===== src/rtl/systolic_2x2_dbuf_pkg.sv =====
// ----------------------------------------------------------------------------
// systolic_pkg
// Shared widths, timing constants and types for the 2x2 double-buffered
// systolic matrix-multiply engine.
//   DATA_W    : element width of the A and B operands (unsigned)
//   ACC_W     : accumulator / result width, at least 2*DATA_W+1 so that the
//               two-term dot product can never overflow
//   LATENCY   : edges from the accepting edge to the result-capture edge
//   NUM_STEPS : feed steps per job before the completion step
// ----------------------------------------------------------------------------
package systolic_pkg;

  localparam int DATA_W    = 4;
  localparam int ACC_W     = 9;
  localparam int LATENCY   = 5;
  localparam int NUM_STEPS = 4;
  localparam int STEP_W    = 3;

  typedef enum logic {
    IDLE = 1'b0,
    RUN  = 1'b1
  } state_t;

  // Indexed [row][col], zero based: m[0][1] is element (1,2).
  typedef logic [1:0][1:0][DATA_W-1:0] mat2x2_t;
  typedef logic [1:0][1:0][ACC_W-1:0]  acc2x2_t;

endpackage


===== src/rtl/systolic_2x2_dbuf_if.sv =====
// ----------------------------------------------------------------------------
// systolic_2x2_dbuf_if
// Job/result bus of the 2x2 systolic engine.
//   a11..a22, b11..b22 : operand matrices, row-major
//   in_valid           : job strobe, operands sampled on a rising edge with 1
//   c11..c22           : result matrix, row-major
//   out_valid          : one-cycle pulse marking a fresh result
// master drives jobs and receives results; slave is the engine side.
// ----------------------------------------------------------------------------
interface systolic_2x2_dbuf_if;
  import systolic_pkg::*;

  logic [DATA_W-1:0] a11, a12, a21, a22;
  logic [DATA_W-1:0] b11, b12, b21, b22;
  logic              in_valid;
  logic [ACC_W-1:0]  c11, c12, c21, c22;
  logic              out_valid;

  modport master (
    output a11, a12, a21, a22,
    output b11, b12, b21, b22,
    output in_valid,
    input  c11, c12, c21, c22,
    input  out_valid
  );

  modport slave (
    input  a11, a12, a21, a22,
    input  b11, b12, b21, b22,
    input  in_valid,
    output c11, c12, c21, c22,
    output out_valid
  );

endinterface


===== src/rtl/systolic_2x2_dbuf_pe.sv =====
// ----------------------------------------------------------------------------
// systolic_pe
// Output-stationary MAC processing element.
//   clk, rst_n : clock, asynchronous active-low reset
//   clear_i    : zero the accumulator and the pass-through registers
//   enable_i   : accumulate a_i*b_i and forward the operands
//   a_i / a_o  : operand entering from the left / registered copy to the right
//   b_i / b_o  : operand entering from the top  / registered copy downward
//   acc_o      : running dot-product
// ----------------------------------------------------------------------------
module systolic_pe
  import systolic_pkg::*;
(
  input  logic              clk,
  input  logic              rst_n,
  input  logic              clear_i,
  input  logic              enable_i,
  input  logic [DATA_W-1:0] a_i,
  input  logic [DATA_W-1:0] b_i,
  output logic [DATA_W-1:0] a_o,
  output logic [DATA_W-1:0] b_o,
  output logic [ACC_W-1:0]  acc_o
);

  logic [DATA_W-1:0] a_q, b_q;
  logic [ACC_W-1:0]  acc_q, acc_d;

  // Full-precision product widened before the add so nothing is truncated.
  always_comb begin
    acc_d = acc_q + (ACC_W'(a_i) * ACC_W'(b_i));
  end

  // Clearing the pass-through registers as well as the accumulator means a
  // new job never multiplies against operands left over from the last one.
  always_ff @(posedge clk or negedge rst_n) begin
    if (!rst_n) begin
      a_q   <= '0;
      b_q   <= '0;
      acc_q <= '0;
    end else if (clear_i) begin
      a_q   <= '0;
      b_q   <= '0;
      acc_q <= '0;
    end else if (enable_i) begin
      a_q   <= a_i;
      b_q   <= b_i;
      acc_q <= acc_d;
    end
  end

  assign a_o   = a_q;
  assign b_o   = b_q;
  assign acc_o = acc_q;

endmodule


===== src/rtl/systolic_2x2_dbuf.sv =====
// ----------------------------------------------------------------------------
// systolic_2x2_dbuf
// 2x2 unsigned matrix multiply C = A x B on a 2x2 output-stationary systolic
// array, with a one-deep pending slot so a second job can be queued while the
// first computes and then start with no bubble.
//   clk   : rising-edge clock
//   rst_n : asynchronous active-low reset
//   bus   : job/result bus (slave side), see systolic_2x2_dbuf_if
// A job accepted at edge E is fed on E+1..E+4; results are captured at E+5
// and out_valid is high for the cycle after E+5.
// ----------------------------------------------------------------------------
module systolic_2x2_dbuf
  import systolic_pkg::*;
(
  input logic                clk,
  input logic                rst_n,
  systolic_2x2_dbuf_if.slave bus
);

  localparam logic [STEP_W-1:0] LAST_STEP = STEP_W'(NUM_STEPS);

  state_t            state_q, state_d;
  logic [STEP_W-1:0] step_q, step_d;
  mat2x2_t           actA_q, actA_d, actB_q, actB_d;
  mat2x2_t           pendA_q, pendA_d, pendB_q, pendB_d;
  logic              pendFull_q, pendFull_d;
  acc2x2_t           c_q, c_d;
  logic              outValid_q, outValid_d;

  mat2x2_t           inA, inB;
  acc2x2_t           accs;
  logic              startJob;
  logic              run;
  logic [1:0][DATA_W-1:0] rowFeed, colFeed;

  logic [DATA_W-1:0] aPass11, aPass21, bPass11, bPass12;
  logic [DATA_W-1:0] aOut12_unused, aOut22_unused;
  logic [DATA_W-1:0] bOut21_unused, bOut22_unused;

  assign inA[0][0] = bus.a11;
  assign inA[0][1] = bus.a12;
  assign inA[1][0] = bus.a21;
  assign inA[1][1] = bus.a22;
  assign inB[0][0] = bus.b11;
  assign inB[0][1] = bus.b12;
  assign inB[1][0] = bus.b21;
  assign inB[1][1] = bus.b22;

  assign run = (state_q == RUN);

  // Control: job acceptance, pending-slot handling and result capture.
  // At the completion step a queued job takes precedence over a new strobe,
  // and the strobe then refills the pending slot; outside the completion step
  // a strobe can only go to an empty pending slot and is dropped otherwise.
  always_comb begin
    state_d    = state_q;
    step_d     = step_q;
    actA_d     = actA_q;
    actB_d     = actB_q;
    pendA_d    = pendA_q;
    pendB_d    = pendB_q;
    pendFull_d = pendFull_q;
    c_d        = c_q;
    outValid_d = 1'b0;
    startJob   = 1'b0;

    case (state_q)
      IDLE: begin
        if (bus.in_valid) begin
          startJob = 1'b1;
          actA_d   = inA;
          actB_d   = inB;
        end
      end
      RUN: begin
        if (step_q == LAST_STEP) begin
          c_d        = accs;
          outValid_d = 1'b1;
          if (pendFull_q) begin
            startJob   = 1'b1;
            actA_d     = pendA_q;
            actB_d     = pendB_q;
            pendFull_d = bus.in_valid;
            if (bus.in_valid) begin
              pendA_d = inA;
              pendB_d = inB;
            end
          end else if (bus.in_valid) begin
            startJob = 1'b1;
            actA_d   = inA;
            actB_d   = inB;
          end else begin
            state_d = IDLE;
          end
        end else begin
          step_d = step_q + 1'b1;
          if (bus.in_valid && !pendFull_q) begin
            pendFull_d = 1'b1;
            pendA_d    = inA;
            pendB_d    = inB;
          end
        end
      end
      default: state_d = IDLE;
    endcase

    if (startJob) begin
      state_d = RUN;
      step_d  = '0;
    end
  end

  // Skewed edge feeds: row 2 and column 2 lag by one step so each operand
  // pair meets its partner in the right PE; zeros fill every other slot.
  always_comb begin
    rowFeed = '0;
    colFeed = '0;
    if (run) begin
      case (step_q)
        3'd0: begin
          rowFeed[0] = actA_q[0][0];
          colFeed[0] = actB_q[0][0];
        end
        3'd1: begin
          rowFeed[0] = actA_q[0][1];
          rowFeed[1] = actA_q[1][0];
          colFeed[0] = actB_q[1][0];
          colFeed[1] = actB_q[0][1];
        end
        3'd2: begin
          rowFeed[1] = actA_q[1][1];
          colFeed[1] = actB_q[1][1];
        end
        default: begin
          rowFeed = '0;
          colFeed = '0;
        end
      endcase
    end
  end

  // State, operand banks and the output holding registers.
  always_ff @(posedge clk or negedge rst_n) begin
    if (!rst_n) begin
      state_q    <= IDLE;
      step_q     <= '0;
      actA_q     <= '0;
      actB_q     <= '0;
      pendA_q    <= '0;
      pendB_q    <= '0;
      pendFull_q <= 1'b0;
      c_q        <= '0;
      outValid_q <= 1'b0;
    end else begin
      state_q    <= state_d;
      step_q     <= step_d;
      actA_q     <= actA_d;
      actB_q     <= actB_d;
      pendA_q    <= pendA_d;
      pendB_q    <= pendB_d;
      pendFull_q <= pendFull_d;
      c_q        <= c_d;
      outValid_q <= outValid_d;
    end
  end

  // The right-hand and bottom edge PEs have nowhere to forward operands to.
  systolic_pe pe11 (
    .clk      (clk),
    .rst_n    (rst_n),
    .clear_i  (startJob),
    .enable_i (run),
    .a_i      (rowFeed[0]),
    .b_i      (colFeed[0]),
    .a_o      (aPass11),
    .b_o      (bPass11),
    .acc_o    (accs[0][0])
  );

  systolic_pe pe12 (
    .clk      (clk),
    .rst_n    (rst_n),
    .clear_i  (startJob),
    .enable_i (run),
    .a_i      (aPass11),
    .b_i      (colFeed[1]),
    .a_o      (aOut12_unused),
    .b_o      (bPass12),
    .acc_o    (accs[0][1])
  );

  systolic_pe pe21 (
    .clk      (clk),
    .rst_n    (rst_n),
    .clear_i  (startJob),
    .enable_i (run),
    .a_i      (rowFeed[1]),
    .b_i      (bPass11),
    .a_o      (aPass21),
    .b_o      (bOut21_unused),
    .acc_o    (accs[1][0])
  );

  systolic_pe pe22 (
    .clk      (clk),
    .rst_n    (rst_n),
    .clear_i  (startJob),
    .enable_i (run),
    .a_i      (aPass21),
    .b_i      (bPass12),
    .a_o      (aOut22_unused),
    .b_o      (bOut22_unused),
    .acc_o    (accs[1][1])
  );

  assign bus.c11       = c_q[0][0];
  assign bus.c12       = c_q[0][1];
  assign bus.c21       = c_q[1][0];
  assign bus.c22       = c_q[1][1];
  assign bus.out_valid = outValid_q;

endmodule


===== src/flat_wrapper.sv =====
// flat-port wrapper written by rule: the top's interface ports become plain ports
module systolic_2x2_dbuf_flat import systolic_pkg::*;
  (clk, rst_n, bus_a11, bus_a12, bus_a21, bus_a22, bus_b11, bus_b12, bus_b21, bus_b22, bus_in_valid, bus_c11, bus_c12, bus_c21, bus_c22, bus_out_valid);
  systolic_2x2_dbuf_if bus_i ();
  input logic clk;
  input logic rst_n;
  input wire logic [$bits(bus_i.a11)-1:0] bus_a11;
  input wire logic [$bits(bus_i.a12)-1:0] bus_a12;
  input wire logic [$bits(bus_i.a21)-1:0] bus_a21;
  input wire logic [$bits(bus_i.a22)-1:0] bus_a22;
  input wire logic [$bits(bus_i.b11)-1:0] bus_b11;
  input wire logic [$bits(bus_i.b12)-1:0] bus_b12;
  input wire logic [$bits(bus_i.b21)-1:0] bus_b21;
  input wire logic [$bits(bus_i.b22)-1:0] bus_b22;
  input wire logic [$bits(bus_i.in_valid)-1:0] bus_in_valid;
  output wire logic [$bits(bus_i.c11)-1:0] bus_c11;
  output wire logic [$bits(bus_i.c12)-1:0] bus_c12;
  output wire logic [$bits(bus_i.c21)-1:0] bus_c21;
  output wire logic [$bits(bus_i.c22)-1:0] bus_c22;
  output wire logic [$bits(bus_i.out_valid)-1:0] bus_out_valid;
  assign bus_i.a11 = bus_a11;
  assign bus_i.a12 = bus_a12;
  assign bus_i.a21 = bus_a21;
  assign bus_i.a22 = bus_a22;
  assign bus_i.b11 = bus_b11;
  assign bus_i.b12 = bus_b12;
  assign bus_i.b21 = bus_b21;
  assign bus_i.b22 = bus_b22;
  assign bus_i.in_valid = bus_in_valid;
  assign bus_c11 = bus_i.c11;
  assign bus_c12 = bus_i.c12;
  assign bus_c21 = bus_i.c21;
  assign bus_c22 = bus_i.c22;
  assign bus_out_valid = bus_i.out_valid;
  systolic_2x2_dbuf u_core (.clk(clk), .rst_n(rst_n), .bus(bus_i));
endmodule

===== config.mk =====
export PLATFORM = sky130hd
export DESIGN_NAME = systolic_2x2_dbuf_flat
export DESIGN_NICKNAME = d
export VERILOG_FILES = /design/src/rtl/systolic_2x2_dbuf_pkg.sv /design/src/rtl/systolic_2x2_dbuf_if.sv /design/src/rtl/systolic_2x2_dbuf_pe.sv /design/src/rtl/systolic_2x2_dbuf.sv /design/src/flat_wrapper.sv
export SDC_FILE = /design/constraint.sdc
export NUM_CORES = 1
export LEC_CHECK = 0
export CORE_AREA = 2 2 115 145
export CTS_CLUSTER_SIZE = 28
export DETAILED_ROUTE_END_ITERATION = 12
export DIE_AREA = 0 0 117 147
export PLACE_DENSITY = 0.81
export RECOVER_POWER = 100
export SYNTH_ARGS = -nofsm -noshare
export SYNTH_HDL_FRONTEND = slang
export SYNTH_SLANG_ARGS = --single-unit

===== constraint.sdc =====
create_clock -name clk -period 7.37 [get_ports clk]
set_clock_uncertainty 0.1 [all_clocks]
set_input_delay 1.1055 -clock clk [delete_from_list [all_inputs] [get_ports clk]]
set_output_delay 1.1055 -clock clk [all_outputs]
set_load 0.05 [all_outputs]

Word-level counts from Yosys, hierarchy flattened
Index checks and enable logic that the tools add are counted.
{ "word_totals": {"wordCells": 111, "regBits": 158, "out_inout_bits": 37, "inputBits": 35} }
{ "op_classes": {"multipliers": 4, "bitwise": 1, "n_eq_ne": 7, "n_mux": 53, "reduce_logical": 9, "addsub": 5} }
{ "op_table": {"columns": ["op", "n"], "rows": [
  ["2-to-1 mux 16 bit", 14],
  ["2-to-1 mux 9 bit", 8],
  ["one-hot mux 16 bit (2 select lines)", 2],
  ["adder 9 x 8 -> 9 bit", 4],
  ["multiplier 4 x 4 -> 8 bit", 4],
  ["2-to-1 mux 4 bit", 8],
  ["one-hot mux 4 bit (2 select lines)", 4],
  ["2-to-1 mux 8 bit", 2],
  ["2-to-1 mux 1 bit", 11],
  ["2-to-1 mux 3 bit", 3],
  ["!= test 2 bit (second input constant)", 3],
  ["AND reduction 2 bit", 3],
  ["AND reduction 4 bit", 1],
  ["nonzero test 2 bit", 2],
  ["adder 3 x 1 -> 3 bit (second input constant)", 1],
  ["equality test 3 x 1 -> 1 bit (second input constant)", 1],
  ["equality test 3 x 2 -> 1 bit (second input constant)", 1],
  ["equality test 3 bit (second input constant)", 1],
  ["logical NOT 3 bit", 1],
  ["!= test 2 x 1 -> 1 bit (second input constant)", 1],
  ["one-hot mux 1 bit (2 select lines)", 1],
  ["logical AND 1 bit", 1],
  ["logical NOT 1 bit", 1],
  ["inverter 1 bit", 1]
]} }

Logic depth before layout (Yosys ltp)
Gate-level depths: netlist of the first run.
{ "logic_depth": {"ltp_word": 7, "ltp_mapped": 19, "ltp_nobuf": 17} }

By module
From an unflattened synthesis of the first run, not the netlist that was laid out.
{ "hier_totals": {"hier_cells": 959, "hier_area_um2": 10772.8} }
{ "modules_own_cells": {"columns": ["module", "cells_each", "seq_area_each_um2", "n_inst", "area_per_inst_um2"], "rows": [
  ["systolic_2x2_dbuf", 322, 2652.5, 1, 4777.1],
  ["systolic_pe (u_core.pe12 ...)", 159, 425.4, 2, 1500.2],
  ["systolic_pe (u_core.pe11)", 160, 425.4, 1, 1501.4],
  ["systolic_pe (u_core.pe22)", 159, 425.4, 1, 1493.9]
]} }

Worst setup path before layout of the first run
No wires, ideal clock.
{ "synth_path": {"path_type": "reg2reg", "from": "reg u_core.step_q[1]", "to": "reg u_core.pe21.acc_q[7], in the netlist u_core.pe21.acc_o[7]", "t_arrival_ns": 4.478, "setup_slack_ns": 2.671, "stages_incl_launch_ff": 18, "required_ns": 7.148, "setup_ns": 0.122, "n_path_buf": 2, "period_less_slack_ns": 4.699, "path_cell_list": "dfrtp_1 inv_1 ha_1 clkbuf_1 clkbuf_1 a22oi_1 nor2_1 nand2_1 fa_1 fa_1 fa_1 inv_1 ha_1 nor2b_1 o21ai_1 a21oi_1 or4_1 a32o_1"} }
{ "synth_between": {"elab_chain_cells": 7, "word_cells_on_any_way": 12, "cone_classes": "add/sub (1); mul (1); eq/ne (3); mux (6); reduce/logical (1)"} }
{ "synth_rtl": {"columns": ["item", "line", "text"], "rows": [
  ["from (decl)", "systolic_2x2_dbuf.sv:23", "logic [STEP_W-1:0] step_q, step_d;"],
  ["from (signal assigned)", "systolic_2x2_dbuf.sv:156", "step_q <= step_d;"],
  ["equality test 3 x 2 -> 1 bit / equality test 3 x 1 -> 1 bit (equally long branches)", "systolic_2x2_dbuf.sv:119", "case (step_q)"],
  ["one-hot mux 4 bit (2 select lines)", "systolic_2x2_dbuf.sv:119", null],
  ["2-to-1 mux 8 bit", "systolic_2x2_dbuf.sv:118", "if (run) begin"],
  ["multiplier 4 x 4 -> 8 bit", "systolic_2x2_dbuf_pe.sv:30", "acc_d = acc_q + (ACC_W'(a_i) * ACC_W'(b_i));"],
  ["adder 9 x 8 -> 9 bit", "systolic_2x2_dbuf_pe.sv:30", null],
  ["2-to-1 mux 9 bit", "systolic_2x2_dbuf_pe.sv:44", "end else if (enable_i) begin"],
  ["2-to-1 mux 9 bit", "systolic_2x2_dbuf_pe.sv:40", "end else if (clear_i) begin"],
  ["to (signal assigned)", "systolic_2x2_dbuf_pe.sv:39", "acc_q <= '0;"],
  ["to (signal assigned)", "systolic_2x2_dbuf_pe.sv:43", "acc_q <= '0;"],
  ["to (signal assigned)", "systolic_2x2_dbuf_pe.sv:47", "acc_q <= acc_d;"],
  ["to (decl)", "systolic_2x2_dbuf_pe.sv:26", "logic [ACC_W-1:0] acc_q, acc_d;"]
]} }
Parallel ways exist; a longest one is shown, timed or not. The select of a mux whose other input is x is not followed.
A chain may end at the register's enable or synchronous reset.

Worst setup path in the final report of the first run
{ "layout_path": {"from": "in bus_in_valid", "to": "reg u_core.pe22.acc_q[7], in the netlist u_core.pe22.acc_o[7]"} }
{ "layout_between": {"elab_chain_cells": 5, "word_cells_on_any_way": 6, "cone_classes": "mux (5); reduce/logical (1)"} }
{ "layout_rtl": {"columns": ["item", "line", "text"], "rows": [
  ["from (decl)", "flat_wrapper.sv:15", "input wire logic [$bits(bus_i.in_valid)-1:0] bus_in_valid;"],
  ["2-to-1 mux 1 bit (*)", "systolic_2x2_dbuf.sv:69, systolic_2x2_dbuf.sv:88", null],
  ["2-to-1 mux 1 bit", "systolic_2x2_dbuf.sv:79", "if (pendFull_q) begin"],
  ["2-to-1 mux 1 bit", "systolic_2x2_dbuf.sv:76", "if (step_q == LAST_STEP) begin"],
  ["one-hot mux 1 bit (2 select lines) (*)", "systolic_2x2_dbuf.sv:67", "case (state_q)"],
  ["2-to-1 mux 9 bit / nonzero test 2 bit (equally long branches)", null, null],
  ["to (signal assigned)", "systolic_2x2_dbuf_pe.sv:39", null],
  ["to (signal assigned)", "systolic_2x2_dbuf_pe.sv:43", null],
  ["to (signal assigned)", "systolic_2x2_dbuf_pe.sv:47", null],
  ["to (decl)", "systolic_2x2_dbuf_pe.sv:26", null]
]} }
Every way passes the cells marked *; elsewhere a longest branch is shown, timed or not.

==> summary by stage, run 1 <==
Place
The worst-case setup slack after placement is 2.35 ns. The HPWL after detailed placement is 13.7 mm. Routability-driven placement finished with a final weighted congestion of 0.898. The count of input and output buffers is 71.

Timing
The max-slew violation count is 293. Setup violations remaining at the end of the flow were counted as 0. Setup slack on the critical path of the routed design comes to 1.70 ns.

The worst relative slew slack is -1.16. The smallest clock period supported by the final layout is computed as 5.67 ns. Setup repair after global routing left no endpoint under its margin.

The upper clock frequency limit is 176 MHz. For the pin with the worst max-slew slack, the measured transition is 3.23 ns. Of the available clock period, the critical path in the final layout requires 0.769. After routing, the total negative slack on setup checks comes to 0 ns. The count of endpoints failing hold in the final timing report came to 0.

Critical path
The arrival time of the worst setup path is 5.88 ns. At the worst endpoint, the required time is 7.58 ns. The cell type of the slowest stage on the worst timing path is clkbuf_1. The critical path is of the input pin to flop type. The worst setup path is captured at a flop. Traced cell by cell, the critical path runs through dlygate4sd3_1, nor2_4, clkbuf_1, nor2_1, a32o_1. The internal reg-to-reg setup slack is 2.24 ns. The maximum fanout count along the critical path is 77.

The sort of element at the start of the critical path is an input pin. In this design, the stage delay of the slowest critical-path cell is 2.27 ns.

Clock network
The clock tree buffer depth is 2. The CTS tree is yes. Post-CTS repair changed the size of 0 cells. The H-tree depth reported by CTS is 4. The number of hold buffers added after CTS was 0. The later pin in the worst-skew pair is clocked with a latency of 0.43 ns. Clock-pin slew was measured on the worst setup and hold paths at 0.06 ns. The buffers inserted during post-CTS setup optimization is 0. In this run the clock root is driven by a clkbuf_16.

The number of buffers created by CTS is 17. The sink count of the clock tree is 158.

Synth
The simple-gate share of the synthesized area is 0.116. Of the total synthesized cell area, the portion taken by XOR and XNOR cells is 0.0130. The arithmetic-cell share of the synthesized area counting full adders, half adders and majority gates is 0.172.

By area, the combinational part of the netlist is dominated by adder cells. The number of nets in the synthesized netlist is 1,070. The area fraction in compound gates after synthesis was 0.127. The number of cells produced by synthesis is 927. In this run, synthesis produced a sequential element count of 158.

The share of the Yosys chip area taken by registers is 0.420. The multiplexer share of the synthesized area is 0.0831. In this run the mean area of a mapped cell was 10.1 µm².

The total of warnings raised by yosys is 0. In this run the cell area of the synthesized design comes to 9410 µm². In this run, distinct cell masters in the synthesized netlist total 44.

Final layout
The count of inserted antenna diode cells is 0. The number of filler cells placed in the layout is 1,224. After the last flow step, the layout net total stands at 1,128. The growth of design area from synthesis to finish is 15.4%. Of the cells placed in the final design, the portion with a size suffix greater than 1 is 0.0452.

Route
For this run, the detailed router's first-pass iteration total came to 5. The antenna violation net count after detailed routing is 0. Across all layers, the routed design uses 6,766 vias. The overall routed net length is 18.9 mm. In the routed layout, each cell is associated on average with a via count of 5.58.

The wire length per cell after detailed routing is 15.6 µm. The detailed router finished its first iteration with 436 violations. After detailed routing, the number of remaining DRC violations is 0.

Floorplanning
The die area is 17,200 µm². In this run the horizontal extent of the chip is 117 µm. The number of placement rows is 52.

The overall die height is 147 µm. The core outline area is 15,900 µm². The I/O pin count is 72. The starting density of the core is 0.590.

Global route
Entering global routing, the biggest net connects 102 pins. The number of global-route vias before repair is 6,982. The number of antenna violations at the first check in global routing is 0. For this run, global-route usage on met1 was measured as 0.292. The met2 layer usage reported by global route is 0.415.

The total global-route track usage is 0.241. The overflow left after global routing is 0. The first global-routing pass estimated 32.6 mm of wire. The routing usage on met3 is 0.0433. In this run the most used layer during global routing was met2.

Power and ir drop
For this design the ratio of total power to cell area is 389 nW/µm². IR analysis of the VDD net gives a maximum drop of 242 µV. The analysis attributes to cell leakage a power of 5.54 nW.

Run status
The flow ran to the end, but the final reports show violations. The final reports fail on capacitance limit, slew limit.

Job
Across the run, the number of max-cap violations was 6.

Hold path
The type of the worst min-delay path is flop to flop.
[Yosys cell counts]
cell / instances / area, µm²
a211oi_1: 5 / 37.5
a211oi_2: 3 / 37.5
a21o_1: 13 / 97.6
a21oi_1: 29 / 145
a22o_1: 15 / 131
a22oi_1: 16 / 120
a32o_1: 4 / 40.0
a41o_1: 4 / 40.0
and2_1: 38 / 238
and2_2: 1 / 7.51
and3_1: 3 / 18.8
buf_2: 9 / 45.0
buf_4: 1 / 7.51
buf_6: 4 / 45.0
clkbuf_1: 24 / 90.1
clkbuf_8: 1 / 13.8
dfrtp_1: 158 / 3950
fa_1: 36 / 721
ha_1: 72 / 901
inv_1: 118 / 443
mux2_1: 46 / 518
mux2_2: 3 / 33.8
mux2i_1: 23 / 230
nand2_1: 113 / 424
nand2b_1: 2 / 12.5
nand3_1: 11 / 55.1
nor2_1: 35 / 131
nor2_2: 2 / 12.5
nor2b_1: 4 / 25.0
nor3_1: 8 / 40.0
o211ai_1: 8 / 60.1
o21ai_0: 15 / 75.1
o21ai_1: 49 / 245
o21ai_2: 1 / 8.76
o22ai_1: 9 / 56.3
o31ai_1: 8 / 60.1
o41ai_1: 4 / 35.0
or2_1: 2 / 12.5
or2_2: 3 / 18.8
or3_1: 5 / 31.3
or4_1: 7 / 52.6
or4_4: 1 / 11.3
xnor2_1: 8 / 70.1
xor2_1: 6 / 52.6
[layout by cell type, fill, tap and decap left out, types with 4 or more instances in the layout]
cell | synthesis | routed
xnor2_1 | 8 | 8
a21oi_1 | 29 | 29
xor2_1 | 6 | 6
mux2i_1 | 23 | 23
o211ai_1 | 8 | 8
and2_1 | 38 | 38
a32o_1 | 4 | 4
clkbuf_8 | 1 | 8
or3_1 | 5 | 5
inv_1 | 118 | 118
nor2_1 | 35 | 35
o41ai_1 | 4 | 4
fa_1 | 36 | 36
nand2_1 | 113 | 113
ha_1 | 72 | 72
nand3_1 | 11 | 11
o21ai_1 | 49 | 9
clkbuf_1 | 24 | 6
o31ai_1 | 8 | 8
a22o_1 | 15 | 15
o21ai_0 | 15 | 56
a22oi_1 | 16 | 16
nor2b_1 | 4 | 4
a211oi_1 | 5 | 5
nor3_1 | 8 | 8
a41o_1 | 4 | 4
clkbuf_16 | 0 | 17
dlygate4sd3_1 | 0 | 38
a21o_1 | 13 | 13
o22ai_1 | 9 | 9
clkdlybuf4s50_1 | 0 | 32
or4_1 | 7 | 7
mux2_1 | 46 | 46
dfrtp_1 | 158 | 158
[stage by stage]
stage	hold slack, ns	instances	instance area, µm²	utilization	power, mW
6_report	0.371	1212	10900	0.681	4.23
3_3_place_gp	0.360	1182	10300	0.643	3.26
5_1_grt	0.397	1212	10900	0.681	4.52
3_5_place_dp	0.370	1182	10300	0.643	3.35
2_1_floorplan	0.343	927	9410	-	2.83
4_1_cts	0.383	1212	10900	0.683	4.30
[logic make-up after synthesis]
kind of cell    Yosys count
mux                      72
xor+xnor                 14
compound gates          183
fa+ha+maj               108
simple gates            235
flops                   158
buf+inv                 157
[metal layers]
metal / part of all wire / wire, µm / vias up
met3: 0.034 / 640 / 39
met5: 0 / 0 / -
met2: 0.52 / 9830 / 153
met4: 0.029 / 555 / 0
li1: - / - / 3243
met1: 0.42 / 7870 / 3331
[where the power goes]
group          internal [mW]  switching, mW
clock                  0.600          0.333
sequential              1.23          0.243
combinational          0.708           1.11
total                   2.54           1.69
[worst max-delay path: cells and delay by family]
family / cells / cell delay, ns
AOI/OAI and AO/OA: 1 / 0.58
buffers and inverters: 2 / 2.91
and+or+nand+nor: 2 / 1.26
[path summary, 6_finish.rpt]
path | end | cells after the start | start
worst max-delay path | u_core.pe22.acc_o[7] | 5 | bus_in_valid
worst min-delay path | u_core.bus.c21[3] | 2 | u_core.bus.c21[3]
worst max register to register | u_core.pe11.acc_o[8] | 15 | u_core.step_q[1]
worst min register to register | u_core.bus.c21[3] | 2 | u_core.bus.c21[3]
max in group asynchronous | u_core.actB_q[11] | 2 | rst_n
min in group asynchronous | u_core.bus.out_valid | 1 | rst_n
[registers in the layout, summed over array words and instances (netlist names), 16 cells and up]
name / count
u_core.pendA_q: 16
u_core.pendB_q: 16
u_core.actA_q: 16
u_core.actB_q: 16
[final cells by class]
type                            instances  area [µm²]  area share
Multi-Input combinational cell        612        4810       0.443
Sequential cell                       158        3950       0.364
Timing Repair Buffer                   78         742      0.0684
Clock buffer                           25         536      0.0493
Inverter                              118         443      0.0408
Tap cell                              216         270      0.0249
Clock inverter                          5         100     0.00922
(Power assumes the default switching activity.)
==> run 2: changes to the inputs <==
--- a/config.mk
+++ b/config.mk
@@ -5,11 +5,11 @@
 export SDC_FILE = /design/constraint.sdc
 export NUM_CORES = 1
 export LEC_CHECK = 0
-export CORE_AREA = 2 2 115 145
+export CORE_AREA = 2 2 116 147
 export CTS_CLUSTER_SIZE = 28
 export DETAILED_ROUTE_END_ITERATION = 12
-export DIE_AREA = 0 0 117 147
-export PLACE_DENSITY = 0.81
+export DIE_AREA = 0 0 118 149
+export PLACE_DENSITY = 0.79
 export RECOVER_POWER = 100
 export SYNTH_ARGS = -nofsm -noshare
 export SYNTH_HDL_FRONTEND = slang
==> constraint.sdc (replaced) <==
create_clock -name clk -period 5.6 [get_ports clk]
set_clock_uncertainty 0.1 [all_clocks]
set_input_delay 0.84 -clock clk [delete_from_list [all_inputs] [get_ports clk]]
set_output_delay 0.84 -clock clk [all_outputs]
set_load 0.05 [all_outputs]
==> run 2 against run 1 <==
- the run still ends with capacitance limit, slew limit left
- worst hold slack worse by 0.0016 ns
- first-iteration DRC count shrank 17%
- count of clock-buffer cells in the layout decreased by 5
- register-to-register slack got worse by 1.8 ns
- sequential cell count is the same
- setup slack worse by 1.2 ns
- utilization is 1.7 points lower
- combinational power grew 31%
- largest cell class unchanged
==> summary by stage, run 2 (same netlist as run 1, synthesis figures left out) <==
Run status
The run finished, with violations left. The checks that failed: capacitance limit, slew limit.

Route
The number of DRC violations after detailed routing is 0 (unchanged). The post-detailed-route via-to-cell ratio came to 5.47 (-1.9%). The antenna violation net count after detailed routing was 0 (unchanged). The count of routing violations after the opening detailed-route iteration came to 362 (-17%). The overall routed net length came to 18.6 mm (-1.3%). The wire length per cell after detailed routing is 15.3 µm (-2.0%). The total iterations of the first detailed-routing run is 4 (-1). The vias after detailed routing is 6,684 (-1.2%).

Critical path
The cell type of the slowest stage on the worst timing path is fa_1. Broken down by cell family, the worst path's largest delay share belongs to adder cells. The critical path goes through inv_1, ha_1, clkbuf_1, a22oi_1, nor2_1, nand2_1, fa_1, fa_1, fa_1, inv_1, ha_1, nor2b_1, o21ai_0, a21oi_1, or4_1, a32o_1. The nature of the critical path endpoint is a flop.

The internal reg-to-reg setup slack is 0.46 ns (-1.78 ns). The maximum fanout count along the critical path is 10 (-87%). The required time of the worst setup path was 5.81 ns (-1.77 ns). The sum of buffers and inverters on the critical path is 3 (+1).

The critical setup path kind is flop to flop. In this design, the critical path's most frequently occurring cell is fa_1. The worst setup path is launched from a flop. The arrival time of the worst setup path is 5.36 ns (-0.52 ns). The maximum single-stage delay on the critical path was 0.56 ns (-1.71 ns).

Floorplanning
The die area is 17,600 µm² (+2.2%). The starting density of the core was 0.574 (-0.0158). The core outline area is 16,400 µm² (+2.8%). The overall die height is 149 µm (+1.4%). The die width is 118 µm (+0.85%). The I/O pin count was 72 (unchanged). The number of placement rows is 53 (+1.9%).

Final layout
The area used by sequential logic in the layout came to 3950 µm² (unchanged). The post-route core utilization is 0.664 (-0.0167). The number of filler cells placed in the layout is 1,273 (+4.0%). The count of inserted antenna diode cells is 0 (unchanged). The fraction of final layout cells sized beyond drive strength 1 is 0.0500 (+0.00477). In the layout the commonest cells are 158 x dfrtp_1, 118 x inv_1, 113 x nand2_1. The most common library cell in the layout ignoring fill and taps is dfrtp_1. The growth of design area from synthesis to finish is 15.7%.

The area of the multi-input gates was 4810 µm² (unchanged). The number of nets in the layout is 1,131 (+0.27%). The final design instance area without fill is 10,900 µm² (+0.23%).

Global route
The total global-route track usage is 0.224 (-0.0171). The number of antenna violations at the first check in global routing is 0 (unchanged). The number of global-route vias before repair is 6,697 (-4.1%). The overflow left after global routing was 0 (unchanged). The largest net degree at the start of global routing is 114 (+12%). The global-route wire length before repair is 31.5 mm (-3.6%).

Place
The detailed placer's ending HPWL came to 13.4 mm (-2.1%). The area after detailed placement is 10,300 µm² (+0.27%). The final weighted congestion in routability-driven placement was 0.881 (-1.9%).

The count of input and output buffers came to 71 (unchanged). The worst-case setup slack after placement is 0.623 ns (-1.73 ns).

Timing
The worst-case setup margin in the final layout came to 0.456 ns (-1.24 ns). The max-slew violation count is 284 (-3.1%). The setup total negative slack is 0 ns (unchanged). The number of setup violations in the final report is 0 (unchanged). Static timing analysis puts the maximum clock frequency at 194 MHz.

The worst relative slew slack is -1.16 (-0.00360). The final worst hold slack is 0.370 ns (-0.00165 ns). In the finished design, the share of the clock period the worst path needs comes to 0.919. The slew at the pin closest to its max-slew limit is 3.24 ns (+0.00540 ns). The count of endpoints failing hold in the final timing report is 0 (unchanged). Setup repair after global routing left no endpoint under its margin.

The shortest period the worst path allows is 5.14 ns.

Clock network
The number of buffers created by CTS is 17 (unchanged). The CTS tree is yes. The count of cells resized by post-cts repair is 0 (unchanged). The master cell of the clock root buffer is clkbuf_16. The H-tree depth reported by CTS came to 4 (unchanged). The number of hold buffers added after CTS was 0 (unchanged). The clock latency on the worst-skew pair is 0.43 ns (about the same). The sink count of the clock tree is 158 (unchanged). The clock-pin slew on the worst setup and hold paths is 0.06 ns (about the same). The buffers inserted during post-CTS setup optimization is 0 (unchanged).

The clock tree buffer depth is 2 (unchanged).

Hold path
The min-delay analysis places its worst path in the category flop to flop.

Power and ir drop
The total leakage power is 5.54 nW (about the same). The ratio of total power to cell area is 511 nW/µm² (+31%). The worst IR drop on VDD is 283 µV (+17%).

Job
The max-cap check violation count is 5 (-1).
run 2: final cells by class:
type	count	share of cell area
Clock buffer	20	0.0420
Clock inverter	12	0.0169
Inverter	118	0.0407
Multi-Input combinational cell	612	0.442
Sequential cell	158	0.363
Tap cell	220	0.0253
Timing Repair Buffer	81	0.0696
run 2: metrics by stage:
stage | instances | power, mW
after floorplan | 927 | 3.72
after global placement | 1189 | 4.31
after detailed placement | 1189 | 4.41
after CTS | 1221 | 5.68
after global routing | 1221 | 5.94
final | 1221 | 5.56
run 2: final timing paths:
path                                    from                    to  cells past startpoint
setup / recovery            u_core.step_q[1]  u_core.pe12.acc_o[7]                     16
hold / removal             u_core.bus.c22[2]     u_core.bus.c22[2]                      2
setup reg to reg            u_core.step_q[1]  u_core.pe12.acc_o[7]                     16
hold reg to reg            u_core.bus.c22[2]     u_core.bus.c22[2]                      2
max in group asynchronous              rst_n     u_core.pendB_q[1]                      2
min in group asynchronous              rst_n  u_core.bus.out_valid                      1
run 2: power breakdown:
| group | switching (mW) | internal [mW] |
|---|---|---|
| Combinational | 1.46 | 0.930 |
| Sequential | 0.307 | 1.62 |
| Clock | 0.472 | 0.773 |
run 2: metal layers:
layer,global-route usage,vias to the layer above,part of all wire
met3,0.0382,35,0.034
met5,0,-,0
met1,0.264,3254,0.42
met4,0.0940,0,0.028
met2,0.404,131,0.52
li1,-,3264,-
run 2: worst reg2reg max path, delay by kind of cell, from the launching register on:
kind	cells	cell delay (ns)
adders and majority gates	5	2.09
and+or+nand+nor	4	1.05
AOI/OAI and AO/OA	4	0.85
buffers and inverters	3	0.53
DFF	1	0.40
